==> config.mk <==
export PLATFORM = sky130hd
export DESIGN_NAME = elevator_ctrl_n_flat
export DESIGN_NICKNAME = d
export VERILOG_FILES = /design/src/rtl/elevator_ctrl_n_if.sv /design/src/rtl/elevator_ctrl_n.sv /design/src/flat_wrapper.sv
export SDC_FILE = /design/constraint.sdc
export NUM_CORES = 1
export LEC_CHECK = 0
export ABC_AREA = 1
export CORE_MARGIN = 2
export CORE_UTILIZATION = 60
export DETAILED_ROUTE_END_ITERATION = 16
export DONT_BUFFER_PORTS = 1
export GPL_TIMING_DRIVEN = 0
export PLACE_DENSITY = 0.73
export SLEW_MARGIN = 15
export SYNTH_ARGS = -nofsm -noshare
export SYNTH_HDL_FRONTEND = slang
export SYNTH_SLANG_ARGS = --single-unit
==> constraint.sdc <==
create_clock -name clk -period 3.7 [get_ports clk]
set_input_delay 0.74 -clock clk [delete_from_list [all_inputs] [get_ports clk]]
set_output_delay 0.74 -clock clk [all_outputs]
set_load 0.01 [all_outputs]
==> src/rtl/elevator_ctrl_n_if.sv <==
// Elevator controller bus interface.
// Groups the button/sensor front-end inputs and the motor/door/status outputs
// of elevator_ctrl_n.
//   master : front-end side (drives buttons/sensors, observes car status)
//   slave  : controller side
// Signals:
//   Dsensor, Dopen, Dclose   door obstruction / open / close requests
//   car_call, hall_up, hall_dn  one bit per floor call buttons
//   up, down, door_open      registered car motion / door state
//   floor                    current floor index
//   car_pend, up_pend, dn_pend  latched (pending) calls
interface elevator_ctrl_n_if #(
  parameter int unsigned NUM_FLOORS = 4,
  parameter int unsigned FLOOR_W    = 2
);
  logic                  Dsensor;
  logic                  Dopen;
  logic                  Dclose;
  logic [NUM_FLOORS-1:0] car_call;
  logic [NUM_FLOORS-1:0] hall_up;
  logic [NUM_FLOORS-1:0] hall_dn;
  logic                  up;
  logic                  down;
  logic                  door_open;
  logic [FLOOR_W-1:0]    floor;
  logic [NUM_FLOORS-1:0] car_pend;
  logic [NUM_FLOORS-1:0] up_pend;
  logic [NUM_FLOORS-1:0] dn_pend;

  modport master (
    output Dsensor, Dopen, Dclose, car_call, hall_up, hall_dn,
    input  up, down, door_open, floor, car_pend, up_pend, dn_pend
  );

  modport slave (
    input  Dsensor, Dopen, Dclose, car_call, hall_up, hall_dn,
    output up, down, door_open, floor, car_pend, up_pend, dn_pend
  );
endinterface

==> src/rtl/elevator_ctrl_n.sv <==
// N-floor single-car elevator controller with collective (SCAN) dispatch.
// Car and hall calls latch into sticky pending registers; the car keeps its
// travel direction while calls remain ahead, runs a timed door-open phase and
// a timed floor-to-floor travel phase.
// Ports:
//   clk    rising-edge clock
//   reset  asynchronous active-high reset
//   bus    elevator_ctrl_n_if.slave (buttons/sensors in, motion/door/status out)
module elevator_ctrl_n #(
  parameter int unsigned NUM_FLOORS   = 4,
  parameter int unsigned FLOOR_W      = 2,
  parameter int unsigned DOOR_TICKS   = 3,
  parameter int unsigned TRAVEL_TICKS = 4
) (
  input logic              clk,
  input logic              reset,
  elevator_ctrl_n_if.slave bus
);

  localparam int unsigned DW = $clog2(DOOR_TICKS + 1);
  localparam int unsigned TW = $clog2(TRAVEL_TICKS + 1);
  localparam logic [FLOOR_W-1:0]    TOP       = FLOOR_W'(NUM_FLOORS - 1);
  localparam logic [DW-1:0]         DOOR_MAX  = DW'(DOOR_TICKS);
  localparam logic [TW-1:0]         TRAV_LAST = TW'(TRAVEL_TICKS - 1);
  localparam logic [NUM_FLOORS-1:0] UP_MASK   = {1'b0, {(NUM_FLOORS-1){1'b1}}};
  localparam logic [NUM_FLOORS-1:0] DN_MASK   = {{(NUM_FLOORS-1){1'b1}}, 1'b0};

  typedef enum logic [1:0] {IDLE, OPEN, MOVE_UP, MOVE_DN} state_t;
  typedef enum logic [1:0] {DIR_NONE, DIR_UP, DIR_DN} dir_t;

  state_t                state_q, state_d;
  dir_t                  dir_q, dir_d;
  logic [FLOOR_W-1:0]    floor_q, floor_d;
  logic [DW-1:0]         door_tmr_q, door_tmr_d;
  logic [TW-1:0]         trav_tmr_q, trav_tmr_d;
  logic [NUM_FLOORS-1:0] car_pend_q, car_pend_d;
  logic [NUM_FLOORS-1:0] up_pend_q, up_pend_d;
  logic [NUM_FLOORS-1:0] dn_pend_q, dn_pend_d;
  logic                  mv_up_q, mv_up_d;
  logic                  mv_dn_q, mv_dn_d;
  logic                  door_open_q, door_open_d;

  logic [NUM_FLOORS-1:0] up_in, dn_in;
  logic [NUM_FLOORS-1:0] car_l, up_l, dn_l, all_l;
  logic [FLOOR_W-1:0]    nf;
  logic                  open_entry, here, press_here, reload;
  logic                  going_up, ahead, behind, with_dir, against, end_floor;
  logic                  above_now, below_now;
  logic [DW-1:0]         door_inc;

  function automatic logic any_above(input logic [NUM_FLOORS-1:0] v,
                                     input logic [FLOOR_W-1:0] f);
    logic r;
    r = 1'b0;
    for (int unsigned i = 0; i < NUM_FLOORS; i++)
      if (v[i] && (i > 32'(f))) r = 1'b1;
    return r;
  endfunction

  function automatic logic any_below(input logic [NUM_FLOORS-1:0] v,
                                     input logic [FLOOR_W-1:0] f);
    logic r;
    r = 1'b0;
    for (int unsigned i = 0; i < NUM_FLOORS; i++)
      if (v[i] && (i < 32'(f))) r = 1'b1;
    return r;
  endfunction

  always_comb begin
    up_in       = bus.hall_up & UP_MASK;
    dn_in       = bus.hall_dn & DN_MASK;
    car_l       = car_pend_q | bus.car_call;
    up_l        = up_pend_q | up_in;
    dn_l        = dn_pend_q | dn_in;
    all_l       = car_l | up_l | dn_l;

    state_d     = state_q;
    dir_d       = dir_q;
    floor_d     = floor_q;
    door_tmr_d  = door_tmr_q;
    trav_tmr_d  = trav_tmr_q;
    car_pend_d  = car_l;
    up_pend_d   = up_l;
    dn_pend_d   = dn_l;
    nf          = floor_q;
    open_entry  = 1'b0;
    here        = 1'b0;
    press_here  = 1'b0;
    reload      = 1'b0;
    going_up    = 1'b0;
    ahead       = 1'b0;
    behind      = 1'b0;
    with_dir    = 1'b0;
    against     = 1'b0;
    end_floor   = 1'b0;
    above_now   = any_above(all_l, floor_q);
    below_now   = any_below(all_l, floor_q);
    door_inc    = (door_tmr_q == DOOR_MAX) ? DOOR_MAX : door_tmr_q + DW'(1);

    case (state_q)
      IDLE: begin
        here = car_l[floor_q]
             | ((dir_q != DIR_DN) & up_l[floor_q])
             | ((dir_q != DIR_UP) & dn_l[floor_q]);
        if (here || bus.Dopen) begin
          state_d    = OPEN;
          door_tmr_d = '0;
          open_entry = 1'b1;
        end else if (above_now && (dir_q != DIR_DN || !below_now)) begin
          state_d    = MOVE_UP;
          dir_d      = DIR_UP;
          trav_tmr_d = '0;
        end else if (below_now) begin
          state_d    = MOVE_DN;
          dir_d      = DIR_DN;
          trav_tmr_d = '0;
        end else begin
          dir_d      = DIR_NONE;
        end
      end

      OPEN: begin
        // A fresh press of an already-served button only holds the door;
        // it must not re-latch the call just cleared.
        press_here = bus.car_call[floor_q]
                   | ((dir_q != DIR_DN) & up_in[floor_q])
                   | ((dir_q != DIR_UP) & dn_in[floor_q]);
        car_pend_d[floor_q] = car_pend_q[floor_q];
        if (dir_q != DIR_DN) up_pend_d[floor_q] = up_pend_q[floor_q];
        if (dir_q != DIR_UP) dn_pend_d[floor_q] = dn_pend_q[floor_q];

        reload = bus.Dsensor | bus.Dopen | press_here;
        if (reload)          door_tmr_d = '0;
        else if (bus.Dclose) door_tmr_d = DOOR_MAX;
        else                 door_tmr_d = door_inc;

        if (!reload && door_tmr_d == DOOR_MAX) state_d = IDLE;
      end

      MOVE_UP, MOVE_DN: begin
        going_up = (state_q == MOVE_UP);
        if (trav_tmr_q == TRAV_LAST) begin
          trav_tmr_d = '0;
          nf         = going_up ? floor_q + FLOOR_W'(1) : floor_q - FLOOR_W'(1);
          floor_d    = nf;
          ahead      = going_up ? any_above(all_l, nf) : any_below(all_l, nf);
          behind     = going_up ? any_below(all_l, nf) : any_above(all_l, nf);
          with_dir   = going_up ? up_l[nf] : dn_l[nf];
          against    = going_up ? dn_l[nf] : up_l[nf];
          end_floor  = going_up ? (nf == TOP) : (nf == '0);
          if (car_l[nf] || with_dir || (against && !ahead) || end_floor) begin
            state_d    = OPEN;
            door_tmr_d = '0;
            open_entry = 1'b1;
            // An opposite-direction hall call at the stop floor is treated
            // as a call behind, so the reversal serves it here and now.
            if (!ahead) begin
              if (behind || (against && !with_dir))
                dir_d = going_up ? DIR_DN : DIR_UP;
              else
                dir_d = DIR_NONE;
            end
          end
        end else begin
          trav_tmr_d = trav_tmr_q + TW'(1);
        end
      end

      default: state_d = IDLE;
    endcase

    // Served calls are cleared against the direction the car leaves with.
    if (open_entry) begin
      car_pend_d[nf] = 1'b0;
      if (dir_d == DIR_NONE && up_pend_d[nf] && dn_pend_d[nf]) begin
        up_pend_d[nf] = 1'b0;
      end else begin
        if (dir_d != DIR_DN) up_pend_d[nf] = 1'b0;
        if (dir_d != DIR_UP) dn_pend_d[nf] = 1'b0;
      end
    end

    mv_up_d     = (state_d == MOVE_UP);
    mv_dn_d     = (state_d == MOVE_DN);
    door_open_d = (state_d == OPEN);
  end

  always_ff @(posedge clk or posedge reset) begin
    if (reset) begin
      state_q     <= IDLE;
      dir_q       <= DIR_NONE;
      floor_q     <= '0;
      door_tmr_q  <= '0;
      trav_tmr_q  <= '0;
      car_pend_q  <= '0;
      up_pend_q   <= '0;
      dn_pend_q   <= '0;
      mv_up_q     <= 1'b0;
      mv_dn_q     <= 1'b0;
      door_open_q <= 1'b0;
    end else begin
      state_q     <= state_d;
      dir_q       <= dir_d;
      floor_q     <= floor_d;
      door_tmr_q  <= door_tmr_d;
      trav_tmr_q  <= trav_tmr_d;
      car_pend_q  <= car_pend_d;
      up_pend_q   <= up_pend_d;
      dn_pend_q   <= dn_pend_d;
      mv_up_q     <= mv_up_d;
      mv_dn_q     <= mv_dn_d;
      door_open_q <= door_open_d;
    end
  end

  assign bus.up        = mv_up_q;
  assign bus.down      = mv_dn_q;
  assign bus.door_open = door_open_q;
  assign bus.floor     = floor_q;
  assign bus.car_pend  = car_pend_q;
  assign bus.up_pend   = up_pend_q;
  assign bus.dn_pend   = dn_pend_q;

endmodule

==> src/flat_wrapper.sv <==
// flat-port wrapper written by rule: the top's interface ports become plain ports
module elevator_ctrl_n_flat 
#(
  parameter int unsigned NUM_FLOORS   = 4,
  parameter int unsigned FLOOR_W      = 2,
  parameter int unsigned DOOR_TICKS   = 3,
  parameter int unsigned TRAVEL_TICKS = 4
)
  (clk, reset, bus_Dsensor, bus_Dopen, bus_Dclose, bus_car_call, bus_hall_up, bus_hall_dn, bus_up, bus_down, bus_door_open, bus_floor, bus_car_pend, bus_up_pend, bus_dn_pend);
  elevator_ctrl_n_if #(.NUM_FLOORS(NUM_FLOORS), .FLOOR_W(FLOOR_W)) bus_i ();
  input logic clk;
  input logic reset;
  input wire logic [$bits(bus_i.Dsensor)-1:0] bus_Dsensor;
  input wire logic [$bits(bus_i.Dopen)-1:0] bus_Dopen;
  input wire logic [$bits(bus_i.Dclose)-1:0] bus_Dclose;
  input wire logic [$bits(bus_i.car_call)-1:0] bus_car_call;
  input wire logic [$bits(bus_i.hall_up)-1:0] bus_hall_up;
  input wire logic [$bits(bus_i.hall_dn)-1:0] bus_hall_dn;
  output wire logic [$bits(bus_i.up)-1:0] bus_up;
  output wire logic [$bits(bus_i.down)-1:0] bus_down;
  output wire logic [$bits(bus_i.door_open)-1:0] bus_door_open;
  output wire logic [$bits(bus_i.floor)-1:0] bus_floor;
  output wire logic [$bits(bus_i.car_pend)-1:0] bus_car_pend;
  output wire logic [$bits(bus_i.up_pend)-1:0] bus_up_pend;
  output wire logic [$bits(bus_i.dn_pend)-1:0] bus_dn_pend;
  assign bus_i.Dsensor = bus_Dsensor;
  assign bus_i.Dopen = bus_Dopen;
  assign bus_i.Dclose = bus_Dclose;
  assign bus_i.car_call = bus_car_call;
  assign bus_i.hall_up = bus_hall_up;
  assign bus_i.hall_dn = bus_hall_dn;
  assign bus_up = bus_i.up;
  assign bus_down = bus_i.down;
  assign bus_door_open = bus_i.door_open;
  assign bus_floor = bus_i.floor;
  assign bus_car_pend = bus_i.car_pend;
  assign bus_up_pend = bus_i.up_pend;
  assign bus_dn_pend = bus_i.dn_pend;
  elevator_ctrl_n #(.NUM_FLOORS(NUM_FLOORS), .FLOOR_W(FLOOR_W), .DOOR_TICKS(DOOR_TICKS), .TRAVEL_TICKS(TRAVEL_TICKS)) u_core (.clk(clk), .reset(reset), .bus(bus_i));
endmodule
==> results.ini, run 1 <==
[sta]
fin_crit_sh_pct=91.3
fin_crit_ps=3380
max_slew.worst_pin.slew_ps=979
finalSetupViolCount=0
max_freq_ghz=0.296
holdWs_ps=370
slew_headroom_pct=34.3
final_hold_viol_count=0
clock_skew_ps=4.44
drv_slew=0

[finish]
n_antenna_cell=0
register_area_um2=651
nets=389
utilization_pct=67.3
fillers=316
layout-drive-gt1-share_pct=6.85
syn2layout_area_growth_pct=5.21
multiInputGateArea_um2=1310

[die]
chipWidth_um=64.4
die_y_um=64.4
io-pin-count=34
rows=21
start_util_pct=64.0
dieArea_um2=4140
fp.coreArea_um2=3420

[logic_synthesis]
yosysMostFrequentCell=nand2_1
syn_inst=361
synth_edf_count=0
ys.flop_type=dfrtp_1
yosysTopAreaCellShare_pct=29.8
synth_common_cells=nand2_1, inv_1, nor2_1
ys_warn_count=0
synth.avg_cell_area_um2=6.05
synth_area_leaders=dfrtp_1, nand2_1, nand3_1, inv_1, nor2_1
synth.ff_latch_count=26
yosysSeqAreaShare_pct=29.8
async_reset_ff_share_pct=100
synth_nets=384
yosys.area.top_type=dfrtp_1
ys_types=31
netlist_area_um2=2190

[setup_path]
start_kind=flop
crit_top_cell=nand2_1
worst_setup_path_end_kind=flop
arrival_ps=3630
worstPathMaxFanout=11
worstPathRequired_ps=3950
r2r_cells=16
critPathKind=flop to flop
rrSetupSlack_ps=320
setup.worst_path.start=u_core.bus.floor[1]$_DFF_PP0_
r2r-start=u_core.bus.floor[1]$_DFF_PP0_
crit_slowest_cell=dfrtp_1
slowest_delay_ps=660
path_cells=clkinvlp_4 -> ha_1 -> nand3_1 -> nand2_2 -> nand2_1 -> nand2_1 -> nand2_1 -> nand2_1 -> nand2_1 -> nor2_1 -> nand2_1 -> nand4_1 -> nand3_1 -> nand3_1 -> nand4_1 -> a21boi_1
timing.rr.end=u_core.bus.up_pend[1]$_DFF_PP0_

[power]
p_leak_nw=1.25
clkPwrFrac_pct=13.6
powerDensity_nw_per_um2=656
intPower_w=0.000726
p_seq_share_pct=31.9
p_comb_share_pct=54.5
switching_share_pct=51.9
power.switching_w=0.000782
vdd_drop_max_v=0.000404

[clock_tree]
cts_tree=yes
cts.sinks=26
cts.path.max_buffers=2
worstSkewPairLatency_ps=340
cts_buffers=3
cts_root_buf=clkbuf_4
ctsResizeCount=0
cts_setup_buffers=0
cts_hold_buf=0
clk_pin_slew_worst_paths_ps=160
h-tree-depth=1

[global_route]
overflow=0
grt_max_degree=27
antenna_found_initial=0
grt_usage_pct=32.1
grt_pass1_vias=2151
grt_pass1_wl_um=10300

[outcome]
status=completed

[route]
drt-initial-drc-count=262
dr.pass1.iters=5
drc=0
num_vias=2332
wl_per_cell_um=15.3
drt-total-wl_um=6270
ant_nets=0
viasPerCell=5.67

[placement]
dp_hpwl_um=4960
globalplace.congestion=0.958
numPortBuffers=0

[min_path]
hold_class=primary input to async pin

[job]
maxCapViolCount=0

[worst max-delay path: cells and delay by family, from the launching register on]
kind                       cells  cell delay [ps]
buffers and inverters          1              370
adders and majority gates      1              420
and+or+nand+nor               13             1540
AOI/OAI and AO/OA              1              290
DFF                            1              660
[area by class of cell]
type                    instances  share of cell area (%)
multi-input cells             279                    57.0
flip-flops and latches         26                    28.3
inverters                      50                    8.32
well taps                      46                    2.50
plain buffers                   6                    1.63
clock inverters                 1                    1.31
clock buffers                   3                   0.979
[registers in the layout, indices dropped and copies added, names as in the netlist]
name                  cells
u_core.bus.door_open      1
u_core.bus.dn_pend        4
u_core.bus.car_pend       4
u_core.state_q            2
u_core.door_tmr_q         2
u_core.bus.up_pend        4
u_core.bus.floor          2
u_core.trav_tmr_q         3
u_core.bus.down           1
u_core.dir_q              2
u_core.bus.up             1
[cells by family after synthesis]
| kind of cell | after synthesis | share of synthesized area [%] |
|---|---|---|
| xor+xnor | 1 | 0.744 |
| flops | 26 | 29.8 |
| fa+ha+maj | 6 | 3.43 |
| compound gates | 56 | 14.7 |
| simple gates | 216 | 41.0 |
| buf+inv | 56 | 10.3 |
[worst max path at each step]
stage	end	depth (start not counted)	slack [ps]
after floorplan	u_core.bus.dn_pend[0]$_DFF_PP0_	17	1070
after global placement	u_core.bus.up_pend[1]$_DFF_PP0_	16	440
after detailed placement	u_core.bus.up_pend[1]$_DFF_PP0_	16	380
after CTS	u_core.bus.up_pend[1]$_DFF_PP0_	16	350
after global routing	u_core.bus.dn_pend[0]$_DFF_PP0_	17	-5
final	u_core.bus.up_pend[1]$_DFF_PP0_	16	320
[metrics by stage]
stage | instances | setup TNS [ps] | instance area [µm²] | total power [W] | worst slack (ps)
after floorplan | 361 | 0 | 2190 | 0.00108 | 1070
after global placement | 407 | 0 | 2240 | 0.00127 | 436
after detailed placement | 407 | 0 | 2240 | 0.00128 | 385
after CTS | 411 | 0 | 2300 | 0.00148 | 349
after global routing | 411 | -4.80 | 2300 | 0.00163 | -4.80
final | 411 | 0 | 2300 | 0.00151 | 321
[per-layer routing]
layer	routed length, µm	vias to the layer above	GRT usage (%)
met5	0	-	0
li1	-	1167	-
met4	82	0	9.04
met2	2810	113	47.8
met1	2810	1041	48.2
met3	568	11	4.75
[power by group through the flow]
stage / logic, W / registers [W] / clock network (W)
2_1_floorplan: 0.000619 / 0.000456 / 0
3_3_place_gp: 0.000792 / 0.000482 / 0
3_5_place_dp: 0.000798 / 0.000484 / 0
4_1_cts: 0.000802 / 0.000478 / 0.000204
5_1_grt: 0.000929 / 0.000490 / 0.000216
6_report: 0.000822 / 0.000481 / 0.000205
[cells in the final DEF (no fill, tap or decap), drive strengths merged]
master	count
buf	6
nor2	46
nand3	34
o211ai	3
a21boi	3
a22o	1
a211oi	3
inv	48
clkbuf	3
ha	6
a31oi	1
nor3	5
o21a	1
o31ai	1
nand2	122
nand4	6
a21oi	14
xor2	1
clkinvlp	1
o311ai	1
clkinv	1
dfrtp	26
o22ai	1
o2111ai	1
or2	2
o21ai	26
bufinv	1
and2	1
Power figures use the tool's default switching activity.
==> inputs of run 2 (changes only) <==
CORE_MARGIN = default   (was 2)
==> run 2 against run 1 <==
Compared with the run above:
- maximum frequency is 0.89% lower
- sequential share of layout area stayed put
- worst hold slack better by 3.8 ps
- non-clock buffer count stayed put
- clock skew is 2.4 ps higher
- final cell count stayed put
- setup slack worse by 30 ps
==> results.ini, run 2 (same netlist as run 1, synthesis figures left out) <==
[die]
dieArea_um2=3890  ; -6.1%
rows=21  ; unchanged
die_y_um=62.4  ; -3.1%
start_util_pct=64.0  ; unchanged
io-pin-count=34  ; unchanged
chipWidth_um=62.4  ; -3.1%
fp.coreArea_um2=3420  ; unchanged

[setup_path]
crit_top_cell=nand2_1
critPathKind=flop to flop
start_kind=flop
worstPathRequired_ps=3940  ; about the same
worst_setup_path_end_kind=flop
path_cells=clkinvlp_4 -> ha_1 -> nand3_1 -> nand2_2 -> nand2_1 -> nand2_1 -> nand2_1 -> nand2_1 -> nand2_1 -> nor2_1 -> nand2_1 -> nand4_1 -> nand3_1 -> nand3_1 -> nand4_1 -> a21boi_1
slowest_delay_ps=670  ; about the same
crit_slowest_cell=dfrtp_1
arrival_ps=3650  ; +20 ps
worstPathMaxFanout=11  ; unchanged

[route]
drt-total-wl_um=6170  ; -1.6%
drc=0  ; unchanged
viasPerCell=5.79  ; +2.0%
drt-initial-drc-count=243  ; -7.3%
ant_nets=0  ; unchanged
wl_per_cell_um=15.0  ; -1.6%
dr.pass1.iters=6  ; +1
num_vias=2378  ; +2.0%

[global_route]
grt_pass1_vias=2148  ; -0.14%
antenna_found_initial=0  ; unchanged
grt_usage_pct=33.7  ; +1.6 points
grt_max_degree=27  ; unchanged
grt_pass1_wl_um=10300  ; -0.27%
overflow=0  ; unchanged

[power]
power_w=0.00150  ; -0.29%
p_leak_nw=1.25  ; unchanged
vdd_drop_max_v=0.000399  ; -1.3%
powerDensity_nw_per_um2=654  ; -0.29%

[sta]
max_freq_ghz=0.293  ; -0.89%
setup_ws_ps=291  ; -30.3 ps
slew_headroom_pct=34.8  ; +0.51 points
clock_skew_ps=6.81  ; +2.37 ps
drv_slew=0  ; unchanged
fin_crit_sh_pct=92.1  ; +0.82 points
max_slew.worst_pin.slew_ps=972  ; -7.66 ps
fin_crit_ps=3410  ; +30.3 ps
holdWs_ps=374  ; +3.77 ps
final_hold_viol_count=0  ; unchanged
rsz0062_at_grt=false
setup_tns_ps=0  ; unchanged
finalSetupViolCount=0  ; unchanged

[finish]
n_antenna_cell=0  ; unchanged
fillers=333  ; +5.4%
nets=389  ; unchanged
syn2layout_area_growth_pct=5.21  ; unchanged
register_area_um2=651  ; unchanged
layout-drive-gt1-share_pct=6.85  ; unchanged
layout_common_cells=nand2_1, nor2_1, inv_1
final_common_cell=nand2_1
multiInputGateArea_um2=1310  ; unchanged

[placement]
dp_slack_ps=340  ; -44.8 ps
globalplace.congestion=1.01  ; +5.4%
numPortBuffers=0  ; unchanged
dp_hpwl_um=4900  ; -1.3%

[clock_tree]
worstSkewPairLatency_ps=330  ; about the same
cts.sinks=26  ; unchanged
cts_tree=yes
cts_root_buf=clkbuf_4
cts.path.max_buffers=2  ; unchanged
h-tree-depth=1  ; unchanged
clk_pin_slew_worst_paths_ps=160  ; about the same
cts_hold_buf=0  ; unchanged
cts_buffers=3  ; unchanged

[job]
maxCapViolCount=0  ; unchanged

[min_path]
hold_class=primary input to async pin

[outcome]
status=completed

## run 2: cell counts in the layout (fill, tap and decap cells not counted)
No cell type changed its count.
## run 2: power breakdown
part | total (W) | internal [W] | switching (W)
Clock | 0.000202 | 0.000110 | 0.0000926
Combinational | 0.000822 | 0.000253 | 0.000569
Sequential | 0.000479 | 0.000363 | 0.000116
## run 2: path summary, 6_finish.rpt
path,slack (ps),cells after the start,endpoint,startpoint
worst max-delay path,290,16,u_core.bus.up_pend[1]$_DFF_PP0_,u_core.bus.floor[1]$_DFF_PP0_
worst min-delay path,370,1,u_core.bus.dn_pend[0]$_DFF_PP0_,reset
worst max register to register,290,16,u_core.bus.up_pend[1]$_DFF_PP0_,u_core.bus.floor[1]$_DFF_PP0_
worst min register to register,530,1,u_core.door_tmr_q[1]$_DFFE_PP0P_,u_core.door_tmr_q[1]$_DFFE_PP0P_
max in group asynchronous,2880,1,u_core.state_q[1]$_DFF_PP0_,reset
min in group clk,530,1,u_core.door_tmr_q[1]$_DFFE_PP0P_,u_core.door_tmr_q[1]$_DFFE_PP0P_
## run 2: critical path, delay by kind of cell (launching register included)
family | cells | cell delay, ps
AND/OR/NAND/NOR | 13 | 1540
adder cells (fa/ha/maj) | 1 | 420
flip-flops | 1 | 670
AO/OA/AOI/OAI | 1 | 320
buffers and inverters | 1 | 380
## run 2: through the flow
stage,area [µm²],instances,util [%]
detailed placement,2240,407,65.7
global route,2300,411,67.3
floorplan,2190,361,-
finish,2300,411,67.3
CTS,2300,411,67.2
global placement,2240,407,65.7
## run 2: timing repair
action | CTS | global route
gates resized for setup | 0 | 1
endpoints found under the setup margin | 0 | 2
setup buffers | 0 | 0
endpoints found under the hold margin | 0 | 0
## run 2: layout make-up
type	count	share of cell area (%)
multi-input cells	279	57.0
flip-flops and latches	26	28.3
inverters	50	8.32
well taps	46	2.50
plain buffers	6	1.63
clock inverters	1	1.31
clock buffers	3	0.979
## run 2: layer usage
metal	track usage, %	up-vias	wire, µm
li1	-	1171	-
met4	10.8	0	78
met3	6.25	8	580
met5	0	-	0
met1	49.1	1092	2780
met2	50.3	107	2740
==> edit 1 (config.mk and constraints of run 2) <==
Make the reset (`reset`) synchronous in one clocked block. Comments in the files are not updated.
--- a/src/rtl/elevator_ctrl_n.sv
+++ b/src/rtl/elevator_ctrl_n.sv
@@ -185,7 +185,7 @@
     door_open_d = (state_d == OPEN);
   end
 
-  always_ff @(posedge clk or posedge reset) begin
+  always_ff @(posedge clk) begin
     if (reset) begin
       state_q     <= IDLE;
       dir_q       <= DIR_NONE;
Function: differs if reset is asserted again (counterexample within 4 cycles, from zero or initial values and one cycle with reset high); with reset held inactive, the same outputs for 10 cycles.
==> edit 1 against run 2 <==
Worst setup slack improved by 0.16 ns. Via count increased by 0.59%. Utilization decreased by 0.47 points. Sequential cell count unchanged. Cell area decreased by 1.5%. Clock skew decreased by 0.0013 ns. Count of clock-buffer cells in the layout unchanged. Wire length decreased by 1.1%. Synthesized area decreased by 1.4%. Fmax increased by 4.9%. First-iteration DRC count increased by 15%. Highest routed layer unchanged.
Power is not compared: it rests on default switching activity, and its combinational part moved more than twofold at a synthesized area within 25%.
==> edit 1: results (changes against run 2) <==
- The flow ran to the end, and the final reports show no timing, DRC or antenna violations.
- The count of different cell masters after synthesis is 30 (-3.2%).
- The global router's overall resource usage was 32.8% (-0.85 points).
- The pin slew with the least headroom to its limit is 0.498 ns (-0.474 ns).
- The root buffer cell is sky130_fd_sc_hd__clkbuf_4.
- The clock transition at the register clock pins on the worst setup and hold paths after CTS is 0.13 ns (-0.03 ns).
- The met1 routing resource usage after global routing came to 45.1% (-4.1 points).
- The total length of routed met3 wires came to 498 um (-14%).
- The placed wire-length estimate is 4900 um (about the same).
- The source-to-sink clock delay at the later pin of the worst-skew pair is 0.31 ns (-0.02 ns).
- The via count of the first global-routing pass is 1982 (-7.7%).
- The count of buffers inserted at the top-level ports was 0 (unchanged).
- The sequential cell area fraction in the yosys report is 24.1% (-5.6 points).
- The worst hold path class is in2reg.
- The first-pass GRT wire length came to 9140 um (-11%).
- The met2 layer usage reported by global route is 53.8% (+3.5 points).
- The share of Yosys cell area claimed by the top area cell type is 24.1% (-5.6 points).
- By count the netlist is led by sky130_fd_sc_hd__nand2_1 (126), sky130_fd_sc_hd__nor2_1 (64), sky130_fd_sc_hd__nand3_1 (36).
- The worst setup slack for register-to-register paths is 0.45 ns (+0.16 ns).
- Sorting the synthesized cells by area gives the leading types as sky130_fd_sc_hd__dfxtp_1 (24%), sky130_fd_sc_hd__nand2_1 (22%), sky130_fd_sc_hd__nor2_1 (11%), sky130_fd_sc_hd__nand3_1 (8.4%), sky130_fd_sc_hd__inv_1 (5.6%).
- The routed wire length on met2 came to 2740 um (about the same).
- The total nets after synthesis was 397 (+3.4%).
- The via count normalized by instance count was 5.64 (-2.5%).
- The filler cell count is 339 (+1.8%).
- The depth of the most critical reg-to-reg path came to 17 (+1).
- The number of buffers added for setup after CTS came to 0 (unchanged).
- The fraction of layout instances using a drive strength above 1 is 7.94% (+1.1 points).
- Along the worst hold path, the cell count comes to 1.
- The average wire per standard cell was 14.4 um (-4.1%).
- The first-pass iteration count of the detailed router is 5 (-1).
- The fraction of synthesis flops using an asynchronous set or reset pin is 0% (-100 points).
- Power attributed to sequential cells is 325 uW.
- The data arrival time of the critical path is 3.47 ns (-0.18 ns).
- The number of warning messages in the yosys log is 0 (unchanged).
- The met3 track utilization from global routing is 4.76% (-1.5 points).
- The count of antenna diodes in the layout came to 0 (unchanged).
- The worst-case clock skew is 0.00549 ns (-0.00132 ns).
- The pin count of the biggest net entering global routing came to 16 (-41%).
- The met1 wire length was 2790 um (+0.29%).
- The iteration-0 DRC count of the detailed router came to 280 (+15%).
- The weighted congestion reported at the end of routability-driven placement was 0.966 (-4.3%).
- The worst register-to-register path begins at u_core.bus.floor[1]$_SDFF_PP0_.
- The reg-to-reg endpoint is u_core.bus.dn_pend[3]$_SDFF_PP0_.
- On the critical path, the stage with the largest delay is an instance of sky130_fd_sc_hd__dfxtp_1.
- The total power of the final layout is 697 uW.
- Among all flip-flop cells after synthesis, the most frequent one is sky130_fd_sc_hd__dfxtp_1.
- The peak fanout along the critical path is 10 (-1).
## edit 1: metrics by stage
stage          hold WS [ns]  cells  worst slack [ns]  area [um2]  utilization [%]
6_report              0.480    424             0.451        2270             66.9
3_5_place_dp          0.472    420             0.546        2210             65.3
2_1_floorplan         0.445    374              1.11        2160                -
4_1_cts               0.474    424             0.515        2270             66.9
5_1_grt               0.461    424             0.115        2270             66.9
3_3_place_gp          0.455    420             0.595        2210             65.3
## edit 1: worst max-delay path by stage
stage	start	end	depth (start not counted)
after floorplan	u_core.bus.floor[0]$_SDFF_PP0_	u_core.bus.dn_pend[0]$_SDFF_PP0_	23
after global placement	u_core.bus.floor[1]$_SDFF_PP0_	u_core.bus.dn_pend[2]$_SDFF_PP0_	17
after detailed placement	u_core.bus.floor[1]$_SDFF_PP0_	u_core.bus.dn_pend[2]$_SDFF_PP0_	17
after CTS	u_core.bus.floor[1]$_SDFF_PP0_	u_core.bus.dn_pend[3]$_SDFF_PP0_	17
after global routing	u_core.bus.floor[1]$_SDFF_PP0_	u_core.bus.dn_pend[3]$_SDFF_PP0_	19
final	u_core.bus.floor[1]$_SDFF_PP0_	u_core.bus.dn_pend[3]$_SDFF_PP0_	17
## edit 1: cells by family after synthesis
logic type	count (synthesis)	share of synthesized area, %
and+or+nand+nor	251	49.5
DFF	26	24.1
adders and majority gates	6	3.48
buffers and inverters	43	9.05
AOI/OAI and AO/OA	43	11.3
muxes	4	2.09
xor gates and xnor gates	1	0.406
## edit 1: final cells by class
| cell class | instances | share of cell area [%] |
|---|---|---|
| Multi-Input combinational cell | 305 | 63.6 |
| Sequential cell | 26 | 23.0 |
| Inverter | 35 | 5.80 |
| Buffer | 8 | 2.82 |
| Tap cell | 46 | 2.54 |
| Clock inverter | 1 | 1.33 |
| Clock buffer | 3 | 0.994 |
==> edit 2 (settings of run 2) <==
Without the edit above. `DOOR_TICKS` is set to 3 in 2 places; all go to 6.
--- a/src/rtl/elevator_ctrl_n.sv
+++ b/src/rtl/elevator_ctrl_n.sv
@@ -9,7 +9,7 @@
 module elevator_ctrl_n #(
   parameter int unsigned NUM_FLOORS   = 4,
   parameter int unsigned FLOOR_W      = 2,
-  parameter int unsigned DOOR_TICKS   = 3,
+  parameter int unsigned DOOR_TICKS   = 6,
   parameter int unsigned TRAVEL_TICKS = 4
 ) (
   input logic              clk,
--- a/src/flat_wrapper.sv
+++ b/src/flat_wrapper.sv
@@ -3,7 +3,7 @@
 #(
   parameter int unsigned NUM_FLOORS   = 4,
   parameter int unsigned FLOOR_W      = 2,
-  parameter int unsigned DOOR_TICKS   = 3,
+  parameter int unsigned DOOR_TICKS   = 6,
   parameter int unsigned TRAVEL_TICKS = 4
 )
   (clk, reset, bus_Dsensor, bus_Dopen, bus_Dclose, bus_car_call, bus_hall_up, bus_hall_dn, bus_up, bus_down, bus_door_open, bus_floor, bus_car_pend, bus_up_pend, bus_dn_pend);
Formal check against the unedited RTL: not equivalent (a bounded check fails within 10 cycles, from zero or initial values and one cycle with reset high).
==> edit 2 against run 2 <==
Largest cell class unchanged. Worst setup slack better by 0.034 ns. Total power is 29% lower. Hold slack better by 0.064 ns. Cell area is 10% higher. Synthesized area is 11% higher. Synthesized cell count is 0.83% higher. Combinational power is 41% lower. Wire length is 1.4% higher. Sequential share of layout area is 1.6 points lower. Non-clock buffer count is 2 higher. Sequential cell count is 1 higher. First-iteration DRC count is 23% lower.
==> edit 2: results (changes against run 2) <==
- The via count of the routed design came to 2342 (-1.5%).
- The data arrival time of the critical path is 3.56 ns (-0.09 ns).
- The maximum operating frequency was 296 MHz (+1.0%).
- The fraction of layout instances using a drive strength above 1 is 15.5% (+8.6 points).
- The reported leakage power is 1.28 nW (+1.9%).
- The first-pass iteration count of the detailed router is 5 (-1).
- Clock tree synthesis selected as its root buffer the cell sky130_fd_sc_hd__clkbuf_8.
- The post-place setup slack is 0.455 ns (+0.115 ns).
- The peak fanout along the critical path is 12 (+1).
- The portion of total power attributed to sequential cells is 38.4% (+6.5 points).
- The global router's overall resource usage was 31.0% (-2.7 points).
- The normalized max-slew margin was 35.2% (+0.40 points).
- The switching component of the power is 488 uW (-37%).
- The total nets after synthesis is 389 (+1.3%).
- The iteration-0 DRC count of the detailed router is 188 (-23%).
- The count of buffers inserted at the top-level ports came to 0 (unchanged).
- The met2 layer usage reported by global route is 47.7% (-2.6 points).
- The power per standard cell area is 421 nW/um2 (-36%).
- The pin count of the biggest net entering global routing is 28 (+3.7%).
- The maximum vdd ir drop was 301 uV (-25%).
- The met1 routing resource usage after global routing is 45.0% (-4.1 points).
- The worst-case clock skew is 0.00682 ns (+0.0000164 ns).
- The first-pass GRT wire length is 9990 um (-2.6%).
- Sorting the synthesized cells by how often they occur yields sky130_fd_sc_hd__nand2_1 (100), sky130_fd_sc_hd__nor2_1 (41), sky130_fd_sc_hd__inv_1 (40).
- The cell area after placement is 2490 um2 (+11%).
- The via count of the first global-routing pass is 2076 (-3.4%).
- The launch point of the worst path is u_core.bus.floor[0]$_DFF_PP0_.
- Yosys attributes the largest share of cell area to sky130_fd_sc_hd__dfrtp_1 (28%), sky130_fd_sc_hd__nand2_1 (15%), sky130_fd_sc_hd__nor2_1 (6.3%), sky130_fd_sc_hd__inv_1 (6.2%), sky130_fd_sc_hd__nand3_1 (5.8%).
- The critical path's largest stage delay is 0.51 ns (-0.16 ns).
- The weighted congestion reported at the end of routability-driven placement was 0.942 (-6.7%).
- The clock transition at the register clock pins on the worst setup and hold paths after CTS was 0.10 ns (-0.06 ns).
- The count of different cell masters after synthesis was 37 (+19%).
- The placed wire-length estimate is 5010 um (+2.2%).
- The via count normalized by instance count is 5.63 (-2.7%).
- The depth of the most critical reg-to-reg path is 18 (+2).
- The source-to-sink clock delay at the later pin of the worst-skew pair is 0.28 ns (-0.05 ns).
- The share of Yosys cell area claimed by the top area cell type is 27.8% (-1.9 points).
- The number of instances in the synthesized netlist is 364 (+0.83%).
- The critical path ends at u_core.bus.dn_pend[2]$_DFF_PP0_.
- The fraction of power consumed by combinational cells came to 45.2% (-9.5 points).
- The sequential cell area fraction in the yosys report came to 27.8% (-1.9 points).
- The run finished with clean final reports.
- The average wire per standard cell is 15.0 um (+0.14%).
- The met3 track utilization from global routing is 5.90% (-0.35 points).
- The number of cells in the design after placement is 412 (+1.2%).
- The number of buffers added for setup after CTS is 0 (unchanged).
[edit 2: area by class of cell]
cell class | count | area (um2)
Buffer | 8 | 73.8
Clock buffer | 3 | 41.3
Clock inverter | 1 | 5.00
Fill cell | 367 | 1240
Inverter | 47 | 179
Multi-Input combinational cell | 282 | 1500
Sequential cell | 27 | 676
Tap cell | 48 | 60.1
[edit 2: how the worst min path moves through the flow]
stage | slack (ns) | start | to
finish | 0.44 | reset | u_core.bus.car_pend[3]$_DFF_PP0_
global route | 0.50 | reset | u_core.door_tmr_q[2]$_DFFE_PP0P_
CTS | 0.50 | u_core.trav_tmr_q[0]$_DFFE_PP0P_ | u_core.trav_tmr_q[0]$_DFFE_PP0P_
detailed placement | 0.48 | u_core.trav_tmr_q[0]$_DFFE_PP0P_ | u_core.trav_tmr_q[0]$_DFFE_PP0P_
global placement | 0.47 | u_core.trav_tmr_q[0]$_DFFE_PP0P_ | u_core.trav_tmr_q[0]$_DFFE_PP0P_
floorplan | 0.46 | u_core.trav_tmr_q[0]$_DFFE_PP0P_ | u_core.trav_tmr_q[0]$_DFFE_PP0P_
[edit 2: metal layers]
metal / up-vias / part of all wire (%)
met4: 0 / 1.2
met2: 93 / 43
met1: 1054 / 45
met5: - / 0
met3: 9 / 10
li1: 1186 / -
[edit 2: logic make-up (layout without fill, tap and decap cells)]
| logic type | after synthesis | count (layout) | share of synthesized area [%] |
|---|---|---|---|
| simple gates | 215 | 215 | 42.7 |
| flops | 27 | 27 | 27.8 |
| fa+ha+maj | 8 | 8 | 4.12 |
| mux | 2 | 2 | 0.824 |
| compound gates | 55 | 55 | 13.1 |
| buf+inv | 55 | 59 | 10.4 |
| xor+xnor | 2 | 2 | 1.03 |
